===== config.mk =====
export PLATFORM = sky130hd
export DESIGN_NAME = wb_host_bridge
export DESIGN_NICKNAME = d
export VERILOG_FILES = /design/src/rtl/wb_host_bridge.sv
export SDC_FILE = /design/constraint.sdc
export NUM_CORES = 1
export LEC_CHECK = 0
export BUFFER_PORTS_ARGS = -buffer_cell sky130_fd_sc_hd__buf_4
export CORE_AREA = 5 5 122 124
export CTS_BUF_LIST = sky130_fd_sc_hd__clkbuf_8 sky130_fd_sc_hd__clkbuf_16
export DETAILED_ROUTE_END_ITERATION = 12
export DIE_AREA = 0 0 127 129
export GPL_TIMING_DRIVEN = 0
export HOLD_SLACK_MARGIN = 0.02
export PLACE_DENSITY = 0.8
export SLEW_MARGIN = 20
export SYNTH_ARGS = -nofsm -noshare
export SYNTH_HDL_FRONTEND = slang
export SYNTH_SLANG_ARGS = --single-unit

===== constraint.sdc =====
create_clock -name wb_clk_i -period 2.5 [get_ports wb_clk_i]
set_clock_uncertainty 0.05 [all_clocks]
set_input_delay 0.25 -clock wb_clk_i [delete_from_list [all_inputs] [get_ports wb_clk_i]]
set_output_delay 0.25 -clock wb_clk_i [all_outputs]
set_load 0.03 [all_outputs]

===== src/rtl/wb_host_bridge.sv =====
// wb_host_bridge: Wishbone host port to NCH classic-Wishbone target channels.
// Optional REQ timeout is compiled in with `define WB_HOST_BRIDGE_TIMEOUT_EN.
module wb_host_bridge #(
    parameter int NCH = 4,
    parameter int CH_LSB = 28,
    parameter int TIMEOUT = 255,
    parameter logic [31:0] ERR_DATA = 32'hDEAD_BEEF
) (
    input  logic              wb_clk_i,
    input  logic              wb_rst_i,
    input  logic              wbs_cyc_i,
    input  logic              wbs_stb_i,
    input  logic              wbs_we_i,
    input  logic [3:0]        wbs_sel_i,
    input  logic [31:0]       wbs_adr_i,
    input  logic [31:0]       wbs_dat_i,
    output logic              wbs_ack_o,
    output logic              wbs_err_o,
    output logic [31:0]       wbs_dat_o,
    output logic [NCH-1:0]    m_cyc_o,
    output logic [NCH-1:0]    m_stb_o,
    output logic              m_we_o,
    output logic [3:0]        m_sel_o,
    output logic [31:0]       m_adr_o,
    output logic [31:0]       m_dat_o,
    input  logic [NCH*32-1:0] m_dat_i,
    input  logic [NCH-1:0]    m_ack_i,
    input  logic [NCH-1:0]    m_err_i,
    output logic              busy_o,
    output logic              timeout_o
);
    localparam int CHW = (NCH > 1) ? $clog2(NCH) : 1;

    typedef enum logic [1:0] {IDLE, REQ, RESP} state_t;

    state_t         state, state_n;
    logic [CHW-1:0] idx, in_idx;
    logic           req, hit, sel_ack, sel_err, expire, load;
    logic           ack_n, err_n, to_n;
    logic [31:0]    sel_dat, dat_n;
    logic [NCH-1:0] cyc_n;

    assign req     = wbs_cyc_i & wbs_stb_i;
    assign in_idx  = wbs_adr_i[CH_LSB +: CHW];
    // The whole field above CH_LSB is decoded so out-of-range indices are caught.
    assign hit     = (wbs_adr_i >> CH_LSB) < 32'(NCH);
    assign sel_ack = m_ack_i[idx];
    assign sel_err = m_err_i[idx];
    assign sel_dat = m_dat_i[{idx, 5'd0} +: 32];

`ifdef WB_HOST_BRIDGE_TIMEOUT_EN
    logic [15:0] cnt;

    // Count REQ cycles from zero after each accept.
    always_ff @(posedge wb_clk_i)
        if (wb_rst_i || load) cnt <= '0;
        else if (state == REQ) cnt <= cnt + 16'd1;

    assign expire = cnt == 16'(TIMEOUT - 1);
`else
    assign expire = 1'b0;
`endif

    // State register.
    always_ff @(posedge wb_clk_i)
        state <= wb_rst_i ? IDLE : state_n;

    // Next state and next registered outputs; abort beats err beats ack beats timeout.
    always_comb begin
        state_n = state;
        cyc_n   = '0;
        ack_n   = 1'b0;
        err_n   = 1'b0;
        to_n    = 1'b0;
        dat_n   = wbs_dat_o;
        load    = 1'b0;
        case (state)
            IDLE: if (req) begin
                load    = 1'b1;
                state_n = hit ? REQ : RESP;
                err_n   = !hit;
                dat_n   = hit ? wbs_dat_o : ERR_DATA;
                if (hit) cyc_n[in_idx] = 1'b1;
            end
            REQ: begin
                state_n = !wbs_cyc_i ? IDLE : (sel_err | sel_ack | expire) ? RESP : REQ;
                cyc_n   = (state_n == REQ) ? m_cyc_o : '0;
                ack_n   = wbs_cyc_i & !sel_err & sel_ack;
                err_n   = wbs_cyc_i & (sel_err | (!sel_ack & expire));
                to_n    = wbs_cyc_i & !sel_err & !sel_ack & expire;
                dat_n   = !wbs_cyc_i ? wbs_dat_o :
                          (sel_err | sel_ack) ? sel_dat :
                          expire ? ERR_DATA : wbs_dat_o;
            end
            default: state_n = IDLE;
        endcase
    end

    // Registered host responses and per-channel strobes.
    always_ff @(posedge wb_clk_i) begin
        if (wb_rst_i) begin
            m_cyc_o   <= '0;
            m_stb_o   <= '0;
            wbs_ack_o <= 1'b0;
            wbs_err_o <= 1'b0;
            timeout_o <= 1'b0;
            wbs_dat_o <= '0;
            busy_o    <= 1'b0;
        end else begin
            m_cyc_o   <= cyc_n;
            m_stb_o   <= cyc_n;
            wbs_ack_o <= ack_n;
            wbs_err_o <= err_n;
            timeout_o <= to_n;
            wbs_dat_o <= dat_n;
            busy_o    <= state_n != IDLE;
        end
    end

    // Request latch driving the shared channel bus.
    always_ff @(posedge wb_clk_i) begin
        if (wb_rst_i) begin
            m_adr_o <= '0;
            m_dat_o <= '0;
            m_sel_o <= '0;
            m_we_o  <= 1'b0;
            idx     <= '0;
        end else if (load) begin
            m_adr_o <= wbs_adr_i;
            m_dat_o <= wbs_dat_i;
            m_sel_o <= wbs_sel_i;
            m_we_o  <= wbs_we_i;
            idx     <= in_idx;
        end
    end
endmodule

# Word-level counts from Yosys, hierarchy flattened
# Index checks and enable logic that the tools add are counted.
# totals
reg_bits	112
inputBits	209
out_inout_bits	113
elab_cells	61
# op_classes
magnitude_cmp	4
n_eq_ne	7
n_shift	1
mux	24
bitwise_logic	6
reduce_logical	8
# op_table
operator	n
$mux 32	4
$shiftx 128x8->32	1
$pmux 32 s2	1
$mux 4	3
$ne 2x2->1 const B	5
$mux 2	4
$pmux 4 s2	1
$lt 2x3->1 const B	2
$mux 1	6
$reduce_and 5->1	1
$and 1x1->1	4
$bmux 1 s2	2
$eq 2x1->1 const B	2
$lt 4x3->1 const B	1
$pmux 2 s2	1
$reduce_bool 2->1	2
$demux 1 s2	1
$ge 2x1->1 const B	1
$logic_not 1->1	2
$logic_not 2->1	1
$pmux 1 s2	1
$reduce_or 2->1	1
$logic_and 1x1->1	1
$not 1->1	1
$or 1x1->1	1

# Depth between registers and ports, before layout
# depth
word_depth	8
mapped_depth	6
depth_no_buf	4

# Worst setup path after synthesis
# No wires, ideal clock.
# synth_timing
path_type	register -> register
startpoint	reg, netlist name m_adr_o[28]
endpoint	reg wbs_dat_o[16]
setup_time_ps	119
arrival_time_ps	1861
required_ps	2331
path_slack_ps	470
path_stages_with_launch	6
n_path_buf	2
period_less_slack_ps	2030
cell_sequence	dfxtp_1 > buf_6 > mux4_2 > nand2b_4 > buf_2 > o221a_2
# synth_rtl
element	line_no	text
end signal, assigned	115	wbs_dat_o <= dat_n;
end, declared	19	output logic [31:0] wbs_dat_o,

==> results.md <==
- Maximum operating frequency: 464 MHz
- WP data required: 2.69 ns
- Yosys reg bits: 110
- Initial antenna violation count: 0
- Total routed wirelength: 18100 µm
- Post-Syn Instances: 486
- Library cells used by synthesis: 27
- Worst-Skew Late Latency: 0.35 ns
- Antenna Cells: 0
- Avg Cell Area, Syn: 9.73 µm²
- Global route overflow: 0
- Multi-input gate area: 2250 µm²
- P_leak: 3.35 nW
- CTS Buf Count: 9
- Worst Hold Class: in2reg
- Gpl congestion: 0.885
- IO Pins: 322
- Initial DRC Count: 269
- Leading cell type in the layout, fill and taps excluded: buf_4
- Most frequent cells in the layout: 325 x buf_4, 147 x nand2_1, 110 x dfxtp_1
- DP HPWL: 14700 µm
- Worst R2R Start: m_adr_o[29]
- CTS tree: yes
- Hold Fails Final Rpt: 0
- Seq/Total Area, Yosys: 0.466
- Dpl ws: 0.329 ns
- Register area: 2200 µm²
- Final WS setup: 0.346 ns
- Critical Path Start Type: register
- Layout cells sized above 1: 0.501
- VDD IR max: 0.000506 V
- Total setup buffers inserted after CTS: 0
- Vias: 4917
- CP arrival: 2.34 ns
- CP Launch Point: m_adr_o[29]
- Total GRT Usage: 0.213
- RSZ-0062 raised after global routing: false
- H-tree level count: 3
- Setup TNS Final: 0 ns
- Least-Margin Pin Slew: 0.649 ns
- CP Capture Type: register
- Outcome: completed
- Fillers: 1263
- Worst-path clk slew: 0.07 ns
- DIE HEIGHT: 129 µm
- Power density cells: 558 nW/µm²
- Die area: 16400 µm²
- Area growth from synthesis to layout: 61.9%
- Final period util: 0.862
- Mapped Nets: 695
- Initial DRT Pass Iterations: 4
- Clock period minus worst slack: 2.15 ns
- Vias per cell: 4.91
- Post-route ant nets: 0
- Crit path kind: reg2reg
- Die width: 127 µm
- CP Max Fanout: 10
- CTS resizes: 0
- Ys Warns: 0
- Initial core utilization: 0.346
- Vias in the first global route: 4957
- First-pass GRT wire length: 27000 µm
- Hold_sp: wb_rst_i
- Total clock sinks: 110
- Core Area: 13700 µm²
- CTS hold repair buffers: 0
- Synth Cell Area: 4730 µm²
- Row cnt: 43
- Fin nets: 1026
- Largest net degree at the start of global routing: 17
- CTS root buffer: clkbuf_16
- Post-route DRC violation count: 0
- Max-slew violation total from the final report: 0
- Max Root-Sink Buffers: 2
- WL/cell: 18.1 µm
- Port Buffers: 320
- Max_slew headroom: 0.567
- Setup Viol. Count Final: 0
- Max-Cap Viols: 0
## power by group
group / internal, mW / switching [mW]
Combinational: 0.481 / 0.473
Sequential: 1.84 / 0.0458
Clock: 0.823 / 0.613
Total: 3.14 / 1.13
## state kept, by name, summed over array words and instances, names as in the netlist
signal / flops
m_stb_o: 4
busy_o: 1
m_adr_o: 32
wbs_err_o: 1
state: 2
wbs_ack_o: 1
wbs_dat_o: 32
m_dat_o: 32
m_sel_o: 4
m_we_o: 1
## logic make-up (layout without fill, tap and decap cells)
| logic type | after synthesis | count (layout) | share of synthesized area |
|---|---|---|---|
| AO/OA/AOI/OAI | 111 | 111 | 0.163 |
| buffers and inverters | 59 | 394 | 0.0590 |
| AND/OR/NAND/NOR | 170 | 170 | 0.145 |
| flip-flops | 110 | 110 | 0.466 |
| other | 1 | 1 | 0.000793 |
| multiplexers | 35 | 35 | 0.167 |
## worst max-delay path: stages, from the launching register on
cell	delay, ns
dfxtp_1	0.33
clkbuf_1	0.44
clkbuf_1	0.56
mux4_2	0.42
o221a_2	0.24
## path summary, 6_finish.rpt
kind / to / slack (ns) / cells after the start
hold / removal: wbs_ack_o / 0.06 / 2
hold reg to reg: m_adr_o[18] / 0.41 / 2
setup reg to reg: wbs_dat_o[25] / 0.35 / 4
setup / recovery: wbs_dat_o[25] / 0.35 / 4
## per-stage QoR
stage	utilization	hold slack [ns]	total power, mW	std cells	instance area (µm²)
after floorplan	-	0.276	2.39	486	4730
after global placement	0.538	0.392	2.86	986	7360
after detailed placement	0.538	0.397	2.88	986	7360
after CTS	0.560	0.0399	4.32	1001	7660
after global routing	0.560	0.0430	4.47	1001	7660
final	0.560	0.0556	4.27	1001	7660
## cell usage after synthesis
library cell | number | area share
nor4bb_1 | 2 | 0.0042
nand2b_4 | 1 | 0.0029
conb_1 | 1 | 0.00079
dfxtp_1 | 110 | 0.47
nor3_1 | 4 | 0.0042
buf_6 | 4 | 0.0095
nand3_1 | 2 | 0.0021
a21oi_1 | 72 | 0.076
inv_1 | 11 | 0.0087
o21ai_0 | 1 | 0.0011
o32ai_1 | 9 | 0.017
o21a_1 | 1 | 0.0016
clkbuf_1 | 30 | 0.024
nand4bb_1 | 1 | 0.0024
o221a_2 | 23 | 0.055
mux4_2 | 35 | 0.17
or2_2 | 1 | 0.0013
a32oi_1 | 3 | 0.0056
a31oi_4 | 1 | 0.0045
and2_1 | 1 | 0.0013
nand2_1 | 147 | 0.12
nor2_1 | 9 | 0.0071
nor2b_1 | 2 | 0.0026
buf_4 | 5 | 0.0079
buf_1 | 2 | 0.0016
buf_2 | 7 | 0.0074
o221a_1 | 1 | 0.0024
## per-layer routing
layer  global-route usage  vias up  part of all wire
li1                     -     2374                 -
met1                0.258     2322              0.40
met2                0.366      199              0.51
met3               0.0631       22             0.078
met4               0.0662        0             0.019
met5                    0        -                 0
## area by class of cell
class,count,share of cell area
buffer,48,0.0311
clock buffer,11,0.0330
clock inverter,4,0.00621
inverter,11,0.00539
multi-input combinational,317,0.294
sequential,110,0.288
tap,180,0.0294
timing repair buffer,320,0.314
(Power assumes the default switching activity.)
